$ cat config.mk
export PLATFORM = sky130hd
export DESIGN_NAME = note_lane_engine
export DESIGN_NICKNAME = d
export VERILOG_FILES = /design/src/rtl/note_lane_engine.sv
export SDC_FILE = /design/constraint.sdc
export NUM_CORES = 1
export LEC_CHECK = 0
export CORE_MARGIN = 8
export CORE_UTILIZATION = 66
export DETAILED_ROUTE_END_ITERATION = 16
export MAX_ROUTING_LAYER = met4
export PLACE_DENSITY = 0.89
export RECOVER_POWER = 50
export SYNTH_ARGS = -nofsm -noshare
export SYNTH_HDL_FRONTEND = slang
export SYNTH_SLANG_ARGS = --single-unit
$ cat constraint.sdc
create_clock -name CLOCK_25 -period 15.8 [get_ports CLOCK_25]
set_input_delay 1.58 -clock CLOCK_25 [delete_from_list [all_inputs] [get_ports CLOCK_25]]
set_output_delay 1.58 -clock CLOCK_25 [all_outputs]
set_load 0.005 [all_outputs]
$ cat src/rtl/note_lane_engine.sv
// note_lane_engine: falling-note engine for the rhythm game.
// Holds up to SLOTS notes across LANES columns. Notes fall one pixel per
// TICK_DIV clocks. Key presses are judged against the lowest untried note in
// the hit window. The engine keeps score and combo and drives per-lane sprite
// enables for the VGA pixel stage.
// Optional build macro: GHOST_PENALTY_EN. When it is defined, a press that has
// no target note counts as a miss.
module note_lane_engine #(
    parameter int LANES    = 4,
    parameter int SLOTS    = 4,
    parameter int TICK_DIV = 200000,
    parameter int Y_MAX    = 480,
    parameter int HIT_LO   = 420,
    parameter int HIT_HI   = 452,
    parameter int PERF_LO  = 430,
    parameter int PERF_HI  = 442,
    parameter int HALF_H   = 15,
    parameter int LANE_W   = 160
) (
    input  logic             CLOCK_25,
    input  logic             reset,
    input  logic [LANES-1:0] KEY,
    input  logic             spawn_valid,
    input  logic [LANES-1:0] spawn_pattern,
    output logic             spawn_ready,
    input  logic [9:0]       next_x,
    input  logic [9:0]       next_y,
    output logic [LANES-1:0] sprite_pattern,
    output logic             hit_pulse,
    output logic             perfect,
    output logic             miss_pulse,
    output logic [15:0]      score,
    output logic [7:0]       combo,
    output logic             busy
);

    localparam int CNT_W = (TICK_DIV > 1) ? $clog2(TICK_DIV) : 1;
    localparam int IDX_W = (SLOTS > 1) ? $clog2(SLOTS) : 1;

    localparam logic [CNT_W-1:0] TICK_LAST = CNT_W'(TICK_DIV - 1);
    localparam logic [9:0]  Y_MAX_Y   = 10'(Y_MAX);
    localparam logic [9:0]  HIT_LO_Y  = 10'(HIT_LO);
    localparam logic [9:0]  HIT_HI_Y  = 10'(HIT_HI);
    localparam logic [9:0]  PERF_LO_Y = 10'(PERF_LO);
    localparam logic [9:0]  PERF_HI_Y = 10'(PERF_HI);
    localparam logic [10:0] HALF_H_W  = 11'(HALF_H);

    // Slot storage
    logic [SLOTS-1:0] valid_r;
    logic [SLOTS-1:0] tried_r;
    logic [LANES-1:0] pattern_r [SLOTS];
    logic [9:0]       y_r       [SLOTS];

    // Timing, key history and registered results
    logic [CNT_W-1:0] tick_cnt_r;
    logic [LANES-1:0] cmd_r;
    logic [LANES-1:0] cmd_prev_r;
    logic             hit_pulse_r;
    logic             perfect_r;
    logic             miss_pulse_r;
    logic [15:0]      score_r;
    logic [7:0]       combo_r;

    // Decode
    logic [LANES-1:0] lane_cmd_s;
    logic             tick_s;
    logic             press_s;
    logic             tgt_found_s;
    logic [IDX_W-1:0] tgt_idx_s;
    logic [9:0]       tgt_y_s;
    logic             in_perf_s;
    logic             judge_hit_s;
    logic             judge_bad_s;
    logic             ghost_s;
    logic             retire_miss_s;
    logic             miss_any_s;
    logic             free_found_s;
    logic [IDX_W-1:0] free_idx_s;
    logic             spawn_ok_s;
    logic [16:0]      score_sum_s;
    logic [15:0]      score_nxt_s;
    logic [7:0]       combo_nxt_s;
    logic [10:0]      slot_top_s [SLOTS];
    logic [10:0]      slot_bot_s [SLOTS];
    logic [LANES-1:0] sprite_s;

    // Map KEY into lane order (lane i sits on KEY[LANES-1-i]) so the pressed keys line up with note patterns
    always_comb begin
        lane_cmd_s = '0;
        for (int i = 0; i < LANES; i++) begin
            lane_cmd_s[i] = ~KEY[LANES-1-i];
        end
    end

    // Pick the judge target: the lowest untried note in the hit window, with the lowest index on a tie
    always_comb begin
        tgt_found_s = 1'b0;
        tgt_idx_s   = '0;
        tgt_y_s     = 10'd0;
        for (int i = 0; i < SLOTS; i++) begin
            if (valid_r[i] && !tried_r[i] && (y_r[i] >= HIT_LO_Y) && (y_r[i] <= HIT_HI_Y)
                && (!tgt_found_s || (y_r[i] > tgt_y_s))) begin
                tgt_found_s = 1'b1;
                tgt_idx_s   = IDX_W'(i);
                tgt_y_s     = y_r[i];
            end else begin
                tgt_found_s = tgt_found_s;
            end
        end
    end

    // Find the lowest free slot for the next spawn
    always_comb begin
        free_found_s = 1'b0;
        free_idx_s   = '0;
        for (int i = SLOTS - 1; i >= 0; i--) begin
            if (!valid_r[i]) begin
                free_found_s = 1'b1;
                free_idx_s   = IDX_W'(i);
            end else begin
                free_found_s = free_found_s;
            end
        end
    end

    // Decide the tick, judge and retire results, then compute the next score and combo
    always_comb begin
        tick_s      = (tick_cnt_r == TICK_LAST);
        press_s     = |(cmd_r & ~cmd_prev_r);
        in_perf_s   = (tgt_y_s >= PERF_LO_Y) && (tgt_y_s <= PERF_HI_Y);
        judge_hit_s = press_s && tgt_found_s && (cmd_r == pattern_r[tgt_idx_s]);
        judge_bad_s = press_s && tgt_found_s && (cmd_r != pattern_r[tgt_idx_s]);
`ifdef GHOST_PENALTY_EN
        ghost_s     = press_s && !tgt_found_s;
`else
        ghost_s     = 1'b0;
`endif
        retire_miss_s = 1'b0;
        for (int i = 0; i < SLOTS; i++) begin
            if (tick_s && valid_r[i] && (y_r[i] >= Y_MAX_Y) && !tried_r[i]) begin
                retire_miss_s = 1'b1;
            end else begin
                retire_miss_s = retire_miss_s;
            end
        end
        miss_any_s  = judge_bad_s || ghost_s || retire_miss_s;
        spawn_ok_s  = spawn_valid && spawn_ready;

        score_sum_s = {1'b0, score_r} + (in_perf_s ? 17'd2 : 17'd1);
        if (judge_hit_s) begin
            score_nxt_s = score_sum_s[16] ? 16'hFFFF : score_sum_s[15:0];
        end else begin
            score_nxt_s = score_r;
        end

        // A miss in the same cycle as a hit overrides the combo
        if (miss_any_s) begin
            combo_nxt_s = 8'd0;
        end else if (judge_hit_s) begin
            combo_nxt_s = (combo_r == 8'hFF) ? 8'hFF : combo_r + 8'd1;
        end else begin
            combo_nxt_s = combo_r;
        end
    end

    // Compute the vertical sprite extent of each slot in 11 bits so notes near the top do not wrap
    always_comb begin
        for (int i = 0; i < SLOTS; i++) begin
            slot_top_s[i] = ({1'b0, y_r[i]} > HALF_H_W) ? ({1'b0, y_r[i]} - HALF_H_W) : 11'd0;
            slot_bot_s[i] = {1'b0, y_r[i]} + HALF_H_W;
        end
    end

    // Build the per-lane draw enables for the current pixel
    always_comb begin
        sprite_s = '0;
        for (int l = 0; l < LANES; l++) begin
            for (int i = 0; i < SLOTS; i++) begin
                if (valid_r[i] && pattern_r[i][l]
                    && ({1'b0, next_x} >= 11'(l * LANE_W))
                    && ({1'b0, next_x} <  11'((l + 1) * LANE_W))
                    && ({1'b0, next_y} >= slot_top_s[i])
                    && ({1'b0, next_y} <  slot_bot_s[i])) begin
                    sprite_s[l] = 1'b1;
                end else begin
                    sprite_s[l] = sprite_s[l];
                end
            end
        end
    end

    // Slot lifecycle: spawn into a free slot, fall on a tick, retire at the bottom, mark judged notes
    always_ff @(posedge CLOCK_25) begin
        if (reset) begin
            valid_r <= '0;
            tried_r <= '0;
            for (int i = 0; i < SLOTS; i++) begin
                pattern_r[i] <= '0;
                y_r[i]       <= 10'd0;
            end
        end else begin
            for (int i = 0; i < SLOTS; i++) begin
                if (valid_r[i]) begin
                    if (tick_s && (y_r[i] >= Y_MAX_Y)) begin
                        valid_r[i] <= 1'b0;
                    end else if (tick_s) begin
                        y_r[i] <= y_r[i] + 10'd1;
                    end
                    if (press_s && tgt_found_s && (tgt_idx_s == IDX_W'(i))) begin
                        tried_r[i] <= 1'b1;
                    end
                end else if (spawn_ok_s && (free_idx_s == IDX_W'(i))) begin
                    valid_r[i]   <= 1'b1;
                    tried_r[i]   <= 1'b0;
                    pattern_r[i] <= spawn_pattern;
                    y_r[i]       <= 10'd0;
                end
            end
        end
    end

    // Tick divider, key history and registered judge outputs
    always_ff @(posedge CLOCK_25) begin
        if (reset) begin
            tick_cnt_r   <= '0;
            cmd_r        <= '0;
            cmd_prev_r   <= '0;
            hit_pulse_r  <= 1'b0;
            perfect_r    <= 1'b0;
            miss_pulse_r <= 1'b0;
            score_r      <= 16'd0;
            combo_r      <= 8'd0;
        end else begin
            tick_cnt_r   <= tick_s ? '0 : tick_cnt_r + CNT_W'(1);
            cmd_r        <= lane_cmd_s;
            cmd_prev_r   <= cmd_r;
            hit_pulse_r  <= judge_hit_s;
            perfect_r    <= judge_hit_s && in_perf_s;
            miss_pulse_r <= miss_any_s;
            score_r      <= score_nxt_s;
            combo_r      <= combo_nxt_s;
        end
    end

    assign spawn_ready    = !reset && free_found_s;
    assign busy           = |valid_r;
    assign sprite_pattern = sprite_s;
    assign hit_pulse      = hit_pulse_r;
    assign perfect        = perfect_r;
    assign miss_pulse     = miss_pulse_r;
    assign score          = score_r;
    assign combo          = combo_r;

endmodule

Word-level counts from Yosys, hierarchy flattened
Memory sizes are Yosys's and may differ from the RTL's.
Cells that the tools add are included.
{ "totals": {"ff_bits": 61, "mem_bits_rw": 56, "in_bits": 31, "wordCells": 359, "mem_count": 2} }
{ "mem_list": {"columns": ["memory", "words", "width", "read_ports", "rd_ports_with_merged_regs", "write_ports", "line_no", "text"], "rows": [
  ["y_r", 4, 10, 4, 0, 4, "52", "logic [9:0] y_r [SLOTS];"],
  ["pattern_r", 4, 4, 5, 0, 4, "51", "logic [LANES-1:0] pattern_r [SLOTS];"]
]} }
{ "classes": {"addsub": 15, "n_lt_le_gt_ge": 36, "eq_ne": 14, "muxes": 113, "bitwise": 18, "reduce_logical": 148} }
{ "op_table": {"columns": ["cell", "count"], "rows": [
  ["logical AND 1 bit", 122],
  ["two-way mux 10 bit", 12],
  [">= comparator 10 x 9 -> 1 bit (second input constant)", 11],
  ["two-way mux 1 bit", 84],
  ["less-or-equal comparator 10 x 9 -> 1 bit (second input constant)", 5],
  ["adder 10 x 4 -> 11 bit (second input constant)", 4],
  [">= comparator 10 x 11 -> 1 bit", 4],
  ["less-than comparator 10 x 11 -> 1 bit", 4],
  ["two-way mux 11 bit", 4],
  ["subtractor 10 x 4 -> 11 bit (second input constant)", 4],
  ["adder 10 x 1 -> 10 bit (second input constant)", 4],
  ["> comparator 10 x 4 -> 1 bit (second input constant)", 4],
  ["> comparator 10 bit", 3],
  ["less-than comparator 10 x 9 -> 1 bit (second input constant)", 2],
  ["adder 18 x 1 -> 18 bit (second input constant)", 1],
  ["equality test 18 bit (second input constant)", 1],
  ["adder 16 x 2 -> 17 bit", 1],
  ["two-way mux 16 bit", 1],
  ["two-way mux 4 bit", 4],
  ["two-way mux 2 bit", 7],
  ["OR 1 bit", 12],
  [">= comparator 10 x 8 -> 1 bit (second input constant)", 1],
  ["less-than comparator 10 bit (second input constant)", 1],
  ["less-than comparator 10 x 8 -> 1 bit (second input constant)", 1],
  ["other kinds (18)", 47]
]} }

Depth between registers and ports, before layout
{ "logic_depth": {"word_depth": 22, "depth_mapped": 47, "depth_no_buf": 45} }

Least setup slack after synthesis
No wires, ideal clock.
{ "synth_path": {"path_kind": "reg-to-reg", "start": "memory y_r[0][0]", "end": "register score_r[13], in the netlist score[13]", "t_arrival_ps": 7840, "required_ps": 15736, "path_slack_ps": 7896, "path_stages_with_launch": 45, "synth_period_minus_slack_ps": 7904, "cell_sequence": "edfxtp_1 -> inv_1 -> ha_1 -> o2111a_1 -> o21a_2 -> buf_4 -> nand2_1 -> ha_1 -> nand4_1 -> nor2_1 -> a32o_1 -> o21a_1 -> nor2_1 -> nor2_1 -> a21oi_1 -> ha_1 -> nand4_1 -> nor2_1 -> [... 9 more ...] -> a31oi_1 -> o21ai_0 -> a21oi_1 -> o211ai_1 -> o31ai_1 -> inv_1 -> ha_1 -> inv_1 -> fa_1 -> nor2b_1 -> and2_1 -> nand2_1 -> or2_2 -> nor2_1 -> nand2_1 -> clkbuf_1 -> a41o_1 -> nor2_1"} }
{ "synth_rtl": {"columns": ["item", "line_no", "text"], "rows": [
  ["from (decl)", "52", null],
  ["to (signal assigned)", "240", "score_r <= score_nxt_s;"],
  ["to (decl)", "61", "logic [15:0] score_r;"]
]} }

==> impl_metrics.ini <==
[setup_path]
r2r-start = y_r[0][4]$_SDFFCE_PP0P_
critPathArrivalTime_ns = 10.07
crit_path_max_incr_delay_ns = 0.73
worstPathRequired_ns = 16.11
reg2reg_depth = 37
worstSetupEndpointType = register
crit_type = register to register
startpoint_type = register
r2r-end = score[7]$_SDFFE_PP0P_
regToRegSetupSlack_ns = 6.05
cpMostUsedCell = o21ai_0
crit_start = y_r[0][4]$_SDFFCE_PP0P_
crit_path_max_fanout = 16
crit_slowest_cell = o31ai_1
critical_path.endpoint = score[7]$_SDFFE_PP0P_

[die]
coreArea_um2 = 14500
die_x_um = 138
boundaryPins = 64
die_area_um2 = 19000
dieHeight_um = 138
start_util_pct = 67.5
num_rows = 44

[timing]
setup_tns_ns = 0
relSlewSlack_pct = -44.9
fmax_mhz = 103
setup_viol = 0
clock_skew_ns = 0.0129
slew_viol_final = 48
tightest_slew_ns = 2.17
min_period_ns = 9.75
timing.final.crit_share_pct = 61.7
timing_hold_violations_final = 0
rsz0062_at_grt = no

[synthesis]
syn_area_um2 = 9820
yosysMostFrequentCell = nor2_1
yosysUniqueCellTypes = 77
synth_seq_area_share_pct = 29.6
synth_compound_area_share_pct = 15.7
ys.flop_type = dfxtp_1
synth_common_cells = nor2_1 (135), ha_1 (122), nand2_1 (100)
synth_top_family_by_area = simple AND/OR/NAND/NOR gates
muxShareOfSynthArea_pct = 0.918
yosysTopAreaCell = edfxtp_1
synth_fa_ha_area_share_pct = 15.8
synth-xor-area-share_pct = 7.58
yosysWarnings = 0
synth_edf_count = 56
synth_area_leaders = edfxtp_1 (17%), ha_1 (16%), dfxtp_1 (12%), nor2_1 (5.2%), xnor2_1 (3.9%)
synth-async-reset-ratio_pct = 0
ys_seq_elements = 117
synth_cells = 1174
yosysTopAreaCellShare_pct = 17.1
avgSynthCellArea_um2 = 8.36
synth-simple-area-share_pct = 25.8

[power_and_ir_drop]
netSwitchingFraction_pct = 27.2
p_sw_w = 0.000233
power.share.clock_pct = 44.8
p_int_w = 0.000621
seq_power_share_pct = 40.5
comb_power_share_pct = 14.7
p_leak_nw = 4.40
p_per_area_nw_per_um2 = 77.6
peakVddDrop_v = 0.000102

[layout]
num-fill-cells = 1025
nNetsFinal = 1359
fin_util_pct = 75.7
drive_gt1_share_pct = 4.43
n_antenna_cell = 0
syn2layout_area_growth_pct = 12.1

[hold_path]
hold_depth = 1
hp-class = register to register

[routing]
viasPerCell = 6.41
firstDrtPassIters = 6
wl_per_cell_um = 18.5
drt_iter0_markers = 1129
route.detailed.drc = 0
drt_wl_total_mm = 26.0
route.vias.total = 8993
ant_nets = 0

[cts]
clk_pin_slew_ns = 0.05
cts.htree.levels = 4
clockBufferDepth = 2
cts_root_buffer = clkbuf_16
cts_tree = yes
cts_resized = 0
clock_latency_ns = 0.43
cts_buffers = 17
cts_hold_buffers = 0
cts_sinks = 117
post-cts-setup-buffer-count = 0

[global_routing]
grt_pass1_vias = 8703
grt_pass1_wl_mm = 42.3
overflow = 0
grt_max_degree = 48
grt_usage_pct = 28.7
antenna_found_initial = 0

[status]
outcome = finished, violations left
violations = max-capacitance violations, max-slew violations

[placement]
gp_congestion = 0.929
dpl.hpwl_mm = 18.4
portBuffers = 58

[job]
maxCapViolations = 1
[power groups by stage]
stage	logic, W	clock network, W	registers [W]
after floorplan	0.0000963	0	0.000338
final	0.000125	0.000382	0.000346
after global placement	0.000117	0	0.000351
after global routing	0.000142	0.000396	0.000347
after detailed placement	0.000123	0	0.000351
after CTS	0.000125	0.000384	0.000345
[per-stage QoR]
stage                     cell area [um^2]  std cells  hold WS (ns)  power (W)  setup slack [ns]
after CTS                            11000       1402         0.463   0.000854              6.31
after detailed placement             10400       1370         0.434   0.000474              6.41
after global routing                 11000       1402         0.484   0.000885              5.25
after global placement               10400       1370         0.421   0.000468              6.54
final                                11000       1402         0.467   0.000854              6.05
after floorplan                       9840       1179         0.411   0.000435              7.90
[worst min path at each step]
stage                                  start  slack (ns)                  endpoint
finish              tick_cnt_r[0]$_SDFF_PP0_        0.47  tick_cnt_r[0]$_SDFF_PP0_
global route        tick_cnt_r[0]$_SDFF_PP0_        0.48  tick_cnt_r[0]$_SDFF_PP0_
CTS                 tick_cnt_r[0]$_SDFF_PP0_        0.46  tick_cnt_r[0]$_SDFF_PP0_
detailed placement   tried_r[0]$_SDFFE_PP0P_        0.43   tried_r[0]$_SDFFE_PP0P_
global placement     tried_r[0]$_SDFFE_PP0P_        0.42   tried_r[0]$_SDFFE_PP0P_
floorplan            tried_r[0]$_SDFFE_PP0P_        0.41   tried_r[0]$_SDFFE_PP0P_
[critical path, delay by kind of cell, from the launching register on]
family	cells	cell delay, ns
simple gates	15	3.30
fa+ha+maj	4	1.44
flops	1	0.60
compound gates	15	3.88
buf+inv	3	0.41
[cells by family after synthesis]
family	count (synthesis)
AND/OR/NAND/NOR	499
AO/OA/AOI/OAI	233
adder cells (fa/ha/maj)	123
flip-flops	117
buffers and inverters	107
XOR/XNOR	85
multiplexers	8
other	2
[routing by layer]
metal / vias up / global-route usage, % / part of all wire, %
met4: 0 / 17.6 / 4.8
li1: 4291 / - / -
met2: 397 / 46.7 / 49
met1: 4204 / 32.6 / 39
met5: - / - / 0
met3: 101 / 4.75 / 6.7
[layout make-up]
type / count / area (um^2) / share of cell area [%]
flip-flops and latches: 117 / 2900 / 26.4
well taps: 184 / 230 / 2.09
multi-input cells: 955 / 6480 / 58.9
clock buffers: 18 / 439 / 3.99
inverters: 52 / 195 / 1.77
clock inverters: 14 / 149 / 1.35
repair buffers: 62 / 607 / 5.51
[cells in the final DEF, fill, tap and decap left out, types with 5 or more instances in the layout]
master             n
clkdlybuf4s50_1   30
conb_1             7
nor3b_1            9
nand3_1           49
and3_1            20
nand2b_1          29
nand3b_1           5
o21a_1            19
a21o_1            17
or2_2              5
edfxtp_1          56
nor4_1            12
o21ai_0           43
nand4_1           22
xnor2_1           44
nor3_1            34
o22ai_1            6
clkbuf_16         17
o31ai_1            7
a211oi_1           8
dlygate4sd3_1     28
xor2_1            41
and2_0            16
a311oi_1           6
nor2_1           135
nand2_1          100
inv_1             52
a41oi_1            7
and4_1             7
and2_1             8
ha_1             122
dfxtp_1           61
mux2_2             6
or3_1             10
nor2b_1           24
a21oi_1           68
[flip-flops by register name, summed over array words and instances, names as in the netlist, 4 cells and up]
| register | cells |
|---|---|
| tick_cnt_r | 18 |
| combo | 8 |
| pattern_r | 16 |
| score | 16 |
| valid_r | 4 |
| tried_r | 4 |
| cmd_r | 4 |
| y_r | 40 |
| cmd_prev_r | 4 |
No activity file was read; power rests on OpenSTA's default activity.
